## src/rtl/uart_rx_fifo.sv

```systemverilog
// uart_rx_fifo
//   Receive-side byte buffer placed right after the UART receiver. Each byte
//   the receiver completes is captured into a circular FIFO on the rising
//   edge of rx_ready. The host drains bytes through a registered read port.
//   The block reports the fill level and keeps a sticky overflow flag for
//   bytes that arrive while the buffer is full; stored data is never
//   overwritten.
//
// Ports
//   clk        in   single clock, rising edge
//   rst_n      in   synchronous active-low reset
//   rx_data    in   received byte (receiver data_out), sampled on push
//   rx_ready   in   receiver byte-complete (pulse or held level)
//   rd_en      in   host pop request
//   dout       out  popped byte, holds between pops
//   dout_valid out  one-cycle strobe: dout updated this cycle
//   empty      out  count == 0
//   full       out  count == DEPTH
//   count      out  fill level 0..DEPTH
//   overflow   out  sticky lost-byte flag
//   ovf_clr    in   clears overflow (an overflow in the same cycle wins)
//
// Handshake: a push is offered on each 0->1 transition of rx_ready and is
// accepted when the FIFO has room after this cycle's pop; a pop is accepted
// whenever rd_en is high and the FIFO is not empty, and its byte appears on
// dout with dout_valid one cycle later. There is no back-pressure to the
// receiver, so a push that cannot be accepted is dropped and flagged.

module uart_rx_fifo #(
  parameter int DATA_W = 8,
  parameter int DEPTH  = 16,
  localparam int ADDR_W = $clog2(DEPTH)
) (
  input  logic              clk,
  input  logic              rst_n,
  input  logic [DATA_W-1:0] rx_data,
  input  logic              rx_ready,
  input  logic              rd_en,
  output logic [DATA_W-1:0] dout,
  output logic              dout_valid,
  output logic              empty,
  output logic              full,
  output logic [ADDR_W:0]   count,
  output logic              overflow,
  input  logic              ovf_clr
);

  localparam logic [ADDR_W:0] DEPTH_C = (ADDR_W + 1)'(DEPTH);

  logic [DATA_W-1:0] mem [DEPTH];
  logic [ADDR_W-1:0] wr_ptr;
  logic [ADDR_W-1:0] rd_ptr;
  logic              rx_ready_q;

  logic              push_req;
  logic              pop;
  logic              push_acc;
  logic              ovf_event;
  logic [ADDR_W:0]   count_nxt;

  // rx_ready_q resets high so a level already asserted when reset releases
  // is not mistaken for a fresh byte.
  assign push_req  = rx_ready & ~rx_ready_q;
  assign pop       = rd_en & ~empty;
  // At full, a same-cycle pop frees the slot the new byte lands in.
  assign push_acc  = push_req & (~full | pop);
  assign ovf_event = push_req & full & ~pop;

  always_comb begin
    count_nxt = count;
    case ({push_acc, pop})
      2'b10:   count_nxt = count + 1'b1;
      2'b01:   count_nxt = count - 1'b1;
      default: count_nxt = count;
    endcase
  end

  // Storage carries no reset; a reset only discards it by zeroing pointers.
  always_ff @(posedge clk) begin
    if (rst_n && push_acc) begin
      mem[wr_ptr] <= rx_data;
    end
  end

  always_ff @(posedge clk) begin
    if (!rst_n) begin
      rx_ready_q <= 1'b1;
      wr_ptr     <= '0;
      rd_ptr     <= '0;
      count      <= '0;
      empty      <= 1'b1;
      full       <= 1'b0;
      dout       <= '0;
      dout_valid <= 1'b0;
      overflow   <= 1'b0;
    end else begin
      rx_ready_q <= rx_ready;
      dout_valid <= pop;
      if (pop) begin
        dout   <= mem[rd_ptr];
        rd_ptr <= rd_ptr + 1'b1;
      end
      if (push_acc) begin
        wr_ptr <= wr_ptr + 1'b1;
      end
      // empty/full are registered from the next count, never from pointers.
      count <= count_nxt;
      empty <= (count_nxt == '0);
      full  <= (count_nxt == DEPTH_C);
      if (ovf_event) begin
        overflow <= 1'b1;
      end else if (ovf_clr) begin
        overflow <= 1'b0;
      end
    end
  end

endmodule
```

## config.mk

```make
export PLATFORM = sky130hd
export DESIGN_NAME = uart_rx_fifo
export DESIGN_NICKNAME = d
export VERILOG_FILES = /design/src/rtl/uart_rx_fifo.sv
export SDC_FILE = /design/constraint.sdc
export NUM_CORES = 1
export LEC_CHECK = 0
export ABC_AREA = 0
export BUFFER_PORTS_ARGS = -buffer_cell sky130_fd_sc_hd__buf_2
export CAP_MARGIN = 20
export CORE_AREA = 2 2 122 136
export CTS_CLUSTER_DIAMETER = 100
export DETAILED_ROUTE_END_ITERATION = 8
export DIE_AREA = 0 0 124 138
export SYNTH_ARGS = -nofsm -noshare
export SYNTH_HDL_FRONTEND = slang
export SYNTH_SLANG_ARGS = --single-unit
```

## constraint.sdc

```tcl
create_clock -name clk -period 6 [get_ports clk]
set_input_delay 0.6 -clock clk [delete_from_list [all_inputs] [get_ports clk]]
set_output_delay 0.6 -clock clk [all_outputs]
set_load 0.05 [all_outputs]
```

# Word-level counts from Yosys, hierarchy flattened
# Memories as Yosys holds them, arrays and structs flattened. A register that Yosys moved wholly into a read port is not among the register bits.
# Cells that the tools add are included.
totals:
  regBits: 18
  n_memories: 1
  out_inout_bits: 17
  elab_cells: 35
  inputBits: 13
  mem_bits_rw: 128
memory_table:
  columns: ["memory", "depth", "width", "rd", "rd_ports_with_merged_regs", "wr", "line_no", "source"]
  rows:
  - ["mem", 16, 8, 1, 1, 1, "50", "logic [DATA_W-1:0] mem [DEPTH];"]
classes:
  eq_ne: 3
  mux: 5
  bitwise: 10
  add_sub_neg: 4
  n_reduce_logical: 4
op_table:
  columns: ["operator", "count"]
  rows:
  - ["5-bit one-hot mux with 2 select lines", 1]
  - ["4-bit by 1-bit adder with 4-bit output (second input constant)", 2]
  - ["5-bit by 1-bit adder with 5-bit output (second input constant)", 1]
  - ["1-bit AND", 5]
  - ["5-bit equality test (second input constant)", 1]
  - ["5-bit logical NOT", 1]
  - ["5-bit by 1-bit subtractor with 5-bit output (second input constant)", 1]
  - ["1-bit 2-to-1 mux", 4]
  - ["1-bit NOT", 4]
  - ["2-bit by 1-bit equality test with 1-bit output (second input constant)", 1]
  - ["2-bit equality test (second input constant)", 1]
  - ["2-bit nonzero test", 1]
  - ["1-bit logical AND", 1]
  - ["1-bit logical NOT", 1]
  - ["1-bit bitwise OR", 1]

# Depth between registers and ports, before layout
logic_depth:
  depth_word: 7
  depth_mapped: 12
  depth_no_buf: 11

# Worst setup path before layout
# Ideal clock, no wire load.
synth_timing:
  kind: "in2reg"
  startpoint: "input port rx_ready"
  endpoint: "register full"
  path_stages: 12
  required_time_ns: 5.920
  t_arrival_ns: 2.686
  path_slack_ns: 3.234
  path_buffers: 1
  setup_time_ns: 0.080
  path_cell_list: "nor2b_1 a21boi_2 inv_1 ha_1 clkbuf_1 xor2_1 ha_1 a21oi_1 mux2i_1 xnor2_1 nand4_1 nor3b_1"
synth_between:
  elab_chain_cells: 5
  word_cells_on_any_way: 6
  classes_between: "eq/ne: 3; mux: 1; bitwise: 2"
synth_rtl:
  columns: ["element", "line_no", "source"]
  rows:
  - ["start, declared", "37", "input logic rx_ready,"]
  - ["1-bit AND *", "63", "assign push_req = rx_ready & ~rx_ready_q;"]
  - ["1-bit AND *", "66", "assign push_acc = push_req & (~full | pop);"]
  - ["2-bit by 1-bit equality test with 1-bit output / 2-bit equality test (equally long branches)", "71", "case ({push_acc, pop})"]
  - ["5-bit one-hot mux with 2 select lines *", "71", null]
  - ["5-bit equality test *", "109", "full <= (count_nxt == DEPTH_C);"]
  - ["end signal, assigned", "109", null]
  - ["end, declared", "42", "output logic full,"]
# Every way passes the cells marked *; elsewhere a longest branch is shown, timed or not.
# A chain may end at the register's enable or synchronous reset.

# Worst setup path after layout
layout_timing:
  startpoint: "register empty"
  endpoint: "register empty"
layout_between:
  elab_chain_cells: 7
  word_cells_on_any_way: 8
  classes_between: "eq/ne: 2; mux: 1; bitwise: 4; reduce/logical: 1"
layout_rtl:
  columns: ["element", "line_no", "source"]
  rows:
  - ["start, declared", "41", "output logic empty,"]
  - ["start signal, assigned", "108", "empty <= (count_nxt == '0);"]
  - ["1-bit NOT *", "64", "assign pop = rd_en & ~empty;"]
  - ["1-bit AND *", "64", null]
  - ["1-bit bitwise OR", "66", null]
  - ["1-bit AND", "66", null]
  - ["2-bit by 1-bit equality test with 1-bit output / 2-bit equality test (equally long branches)", "71", null]
  - ["5-bit one-hot mux with 2 select lines *", "71", null]
  - ["5-bit logical NOT *", "108", null]
# Marked as above.

==> results.cfg <==
[cts]
cts_resized = 0
cts_buffers = 17
cts_buffer_depth = 2
postCtsSetupBuffers = 0
cts.hold.buffers_added = 0
clkLatencyLatePin_ns = 0.42
cts_tree = built
cts_num_sinks = 154
cts_root_buf = clkbuf_16
clk_transition_reported_paths_ns = 0.06
htreeDepth = 4

[grt]
grt.overflow.total = 0
grtUsageTotal_pct = 14.59
grt_pass1_vias = 3102
grt_pass1_wl_mm = 18.14
grt_max_degree = 36
antenna_found_initial = 0

[die]
die_w_um = 124
start_util_pct = 39.04
num_io_pins = 30
coreArea_mm2 = 0.01594
die_height_um = 138
dieArea_mm2 = 0.01711
num_rows = 49

[worst_setup_path]
cp_max_fo = 12
crit_start = empty
critical_path_class = reg -> reg
crit_end = empty
crit_path_end_kind = flip-flop
cp.required_ns = 6.34
startpoint_type = flip-flop
reg2regPathDepth = 11
reg2reg_to = empty
reg2reg_slack_ns = 3.07
critical_path_arrival_ns = 3.27
rr_startpoint = empty

[route]
drt_iter0_drc = 320
wl_per_cell_um = 19.33
wl_mm = 11.56
routed_via_density = 5.115
ant_nets = 0
route.vias.total = 3059
firstDrtPassIters = 4
drc = 0

[synth]
synth-async-reset-ratio_pct = 0
synth_cell_types = 44
yosysWarnings = 0
synth_area_leaders = edfxtp_1 (62%), dfxtp_1 (8.4%), mux4_1 (6.3%)
synth_top_area_cell = edfxtp_1
syn-num-nets = 368
synth_top_area_share_pct = 61.76
synth_seq_cells = 154
syn-instance-count = 347
yosysSeqAreaShare_pct = 70.12
syn_area_mm2 = 0.006223
synth_edf_count = 128
synthFlopType = edfxtp_1
syn_avg_cell_area_um2 = 17.94
yosysMostFrequentCell = edfxtp_1
synth_commonest_cells = edfxtp_1 (128), nor2_1 (27), dfxtp_1 (26)

[pwr]
powerDensity_mw_per_mm2 = 345.9
fin_total_pwr_mw = 2.435
vdd_drop_max_v = 0.0001976
leakage_nw = 2.338

[place]
dp_hpwl_mm = 7.474
gp_congestion = 0.7513
portBuffers = 29
dp.cells = 566

[worst_hold_path]
hp-class = in -> reg

[sta]
setup_tns_ns = 0
period_share_pct = 48.91
min_period_ns = 2.935
slew_headroom_pct = 37.02
hold_violations = 0
skew_ns = 0.009973
slew_viol_final = 0
setup_viol_count_final = 0
timing.fmax_mhz = 340.8
whs_ns = 0.3714
rsz0062_at_grt = false
tightest_slew_ns = 0.9412

[final_layout]
drive_above_1_share_pct = 22.34
nNetsFinal = 402
diodes = 0
syn_to_final_growth_pct = 13.11
final_cells = 598

[outcome]
outcome = completed

[job]
drv_cap = 0
[stage by stage]
step	utilization [%]	setup slack, ns	cell area (um2)
finish	44.16	3.065	7039
floorplan	-	3.234	6223
global route	44.16	2.748	7039
detailed placement	40.67	2.767	6482
global placement	40.67	2.890	6482
CTS	44.16	3.037	7039
[layer usage]
layer	track usage [%]	vias to the layer above	share of wire, %
met3	3.589	13	3.8
li1	-	1450	-
met2	23.66	56	51
met5	0	-	0
met4	5.145	0	1.3
met1	19.09	1540	43
[worst min path at each step]
stage	cells after the start	to	slack, ns	startpoint
floorplan	2	rd_ptr[2]	0.54	rd_ptr[2]
global placement	2	dout[4]	0.45	dout[4]
detailed placement	2	dout[7]	0.46	dout[7]
CTS	2	rx_ready_q	0.36	rx_ready
global route	2	rx_ready_q	0.37	rx_ready
finish	2	rx_ready_q	0.37	rx_ready
[placed cells by master, fill, tap and decap left out, types with 3 or more instances in the layout]
cell type,instances
clkbuf_16,17
dfxtp_1,25
buf_2,29
inv_1,9
a221oi_1,7
inv_6,5
o21ai_0,3
nand2_1,6
mux4_1,15
and2_1,3
a21oi_1,6
nand4_1,3
ha_1,8
a22o_1,9
clkinvlp_4,3
nor2b_1,4
nor3_1,4
nand3_1,13
xor2_1,4
nor2_1,27
buf_4,6
mux4_2,17
o21ai_1,8
edfxtp_1,128
xnor2_1,6
nand2b_1,4
[kinds of logic (layout without fill, tap and decap cells)]
kind of cell,after synthesis,count (layout),synth area share [%]
flops,154,154,70.12
simple gates,69,69,5.408
compound gates,43,43,5.087
mux,34,34,12.81
buf+inv,29,76,3.558
xor+xnor,10,10,1.407
fa+ha+maj,8,8,1.608
[sequential cells by signal, summed over array words and instances (netlist names)]
register	cells
mem	128
dout	8
count	5
rd_ptr	4
wr_ptr	4
dout_valid	1
empty	1
full	1
overflow	1
rx_ready_q	1
[final cells by class]
cell class | instances | area [um2]
Fill cell | 1398 | 8901
Sequential cell | 154 | 4365
Clock inverter | 15 | 131.4
Clock buffer | 17 | 425.4
Multi-Input combinational cell | 164 | 1638
Inverter | 9 | 33.78
Timing Repair Buffer | 35 | 190.2
Tap cell | 204 | 255.2
[power breakdown]
part,switching [mW],internal (mW),total (mW)
Clock,0.447,0.542,0.989
Sequential,0.0246,1.17,1.20
Combinational,0.148,0.0988,0.247
[worst max-delay path: stages (launching register included)]
cell and delay (ns):
dfxtp_1 0.31, nand2b_1 0.33, a21boi_2 0.46, inv_1 0.12
ha_1 0.30, xor2_1 0.20, ha_1 0.23, a21oi_1 0.19
mux2i_1 0.24, xnor2_1 0.16, nand4_1 0.14, o21ai_0 0.19
Note: power is estimated with default switching activity, not from simulation.
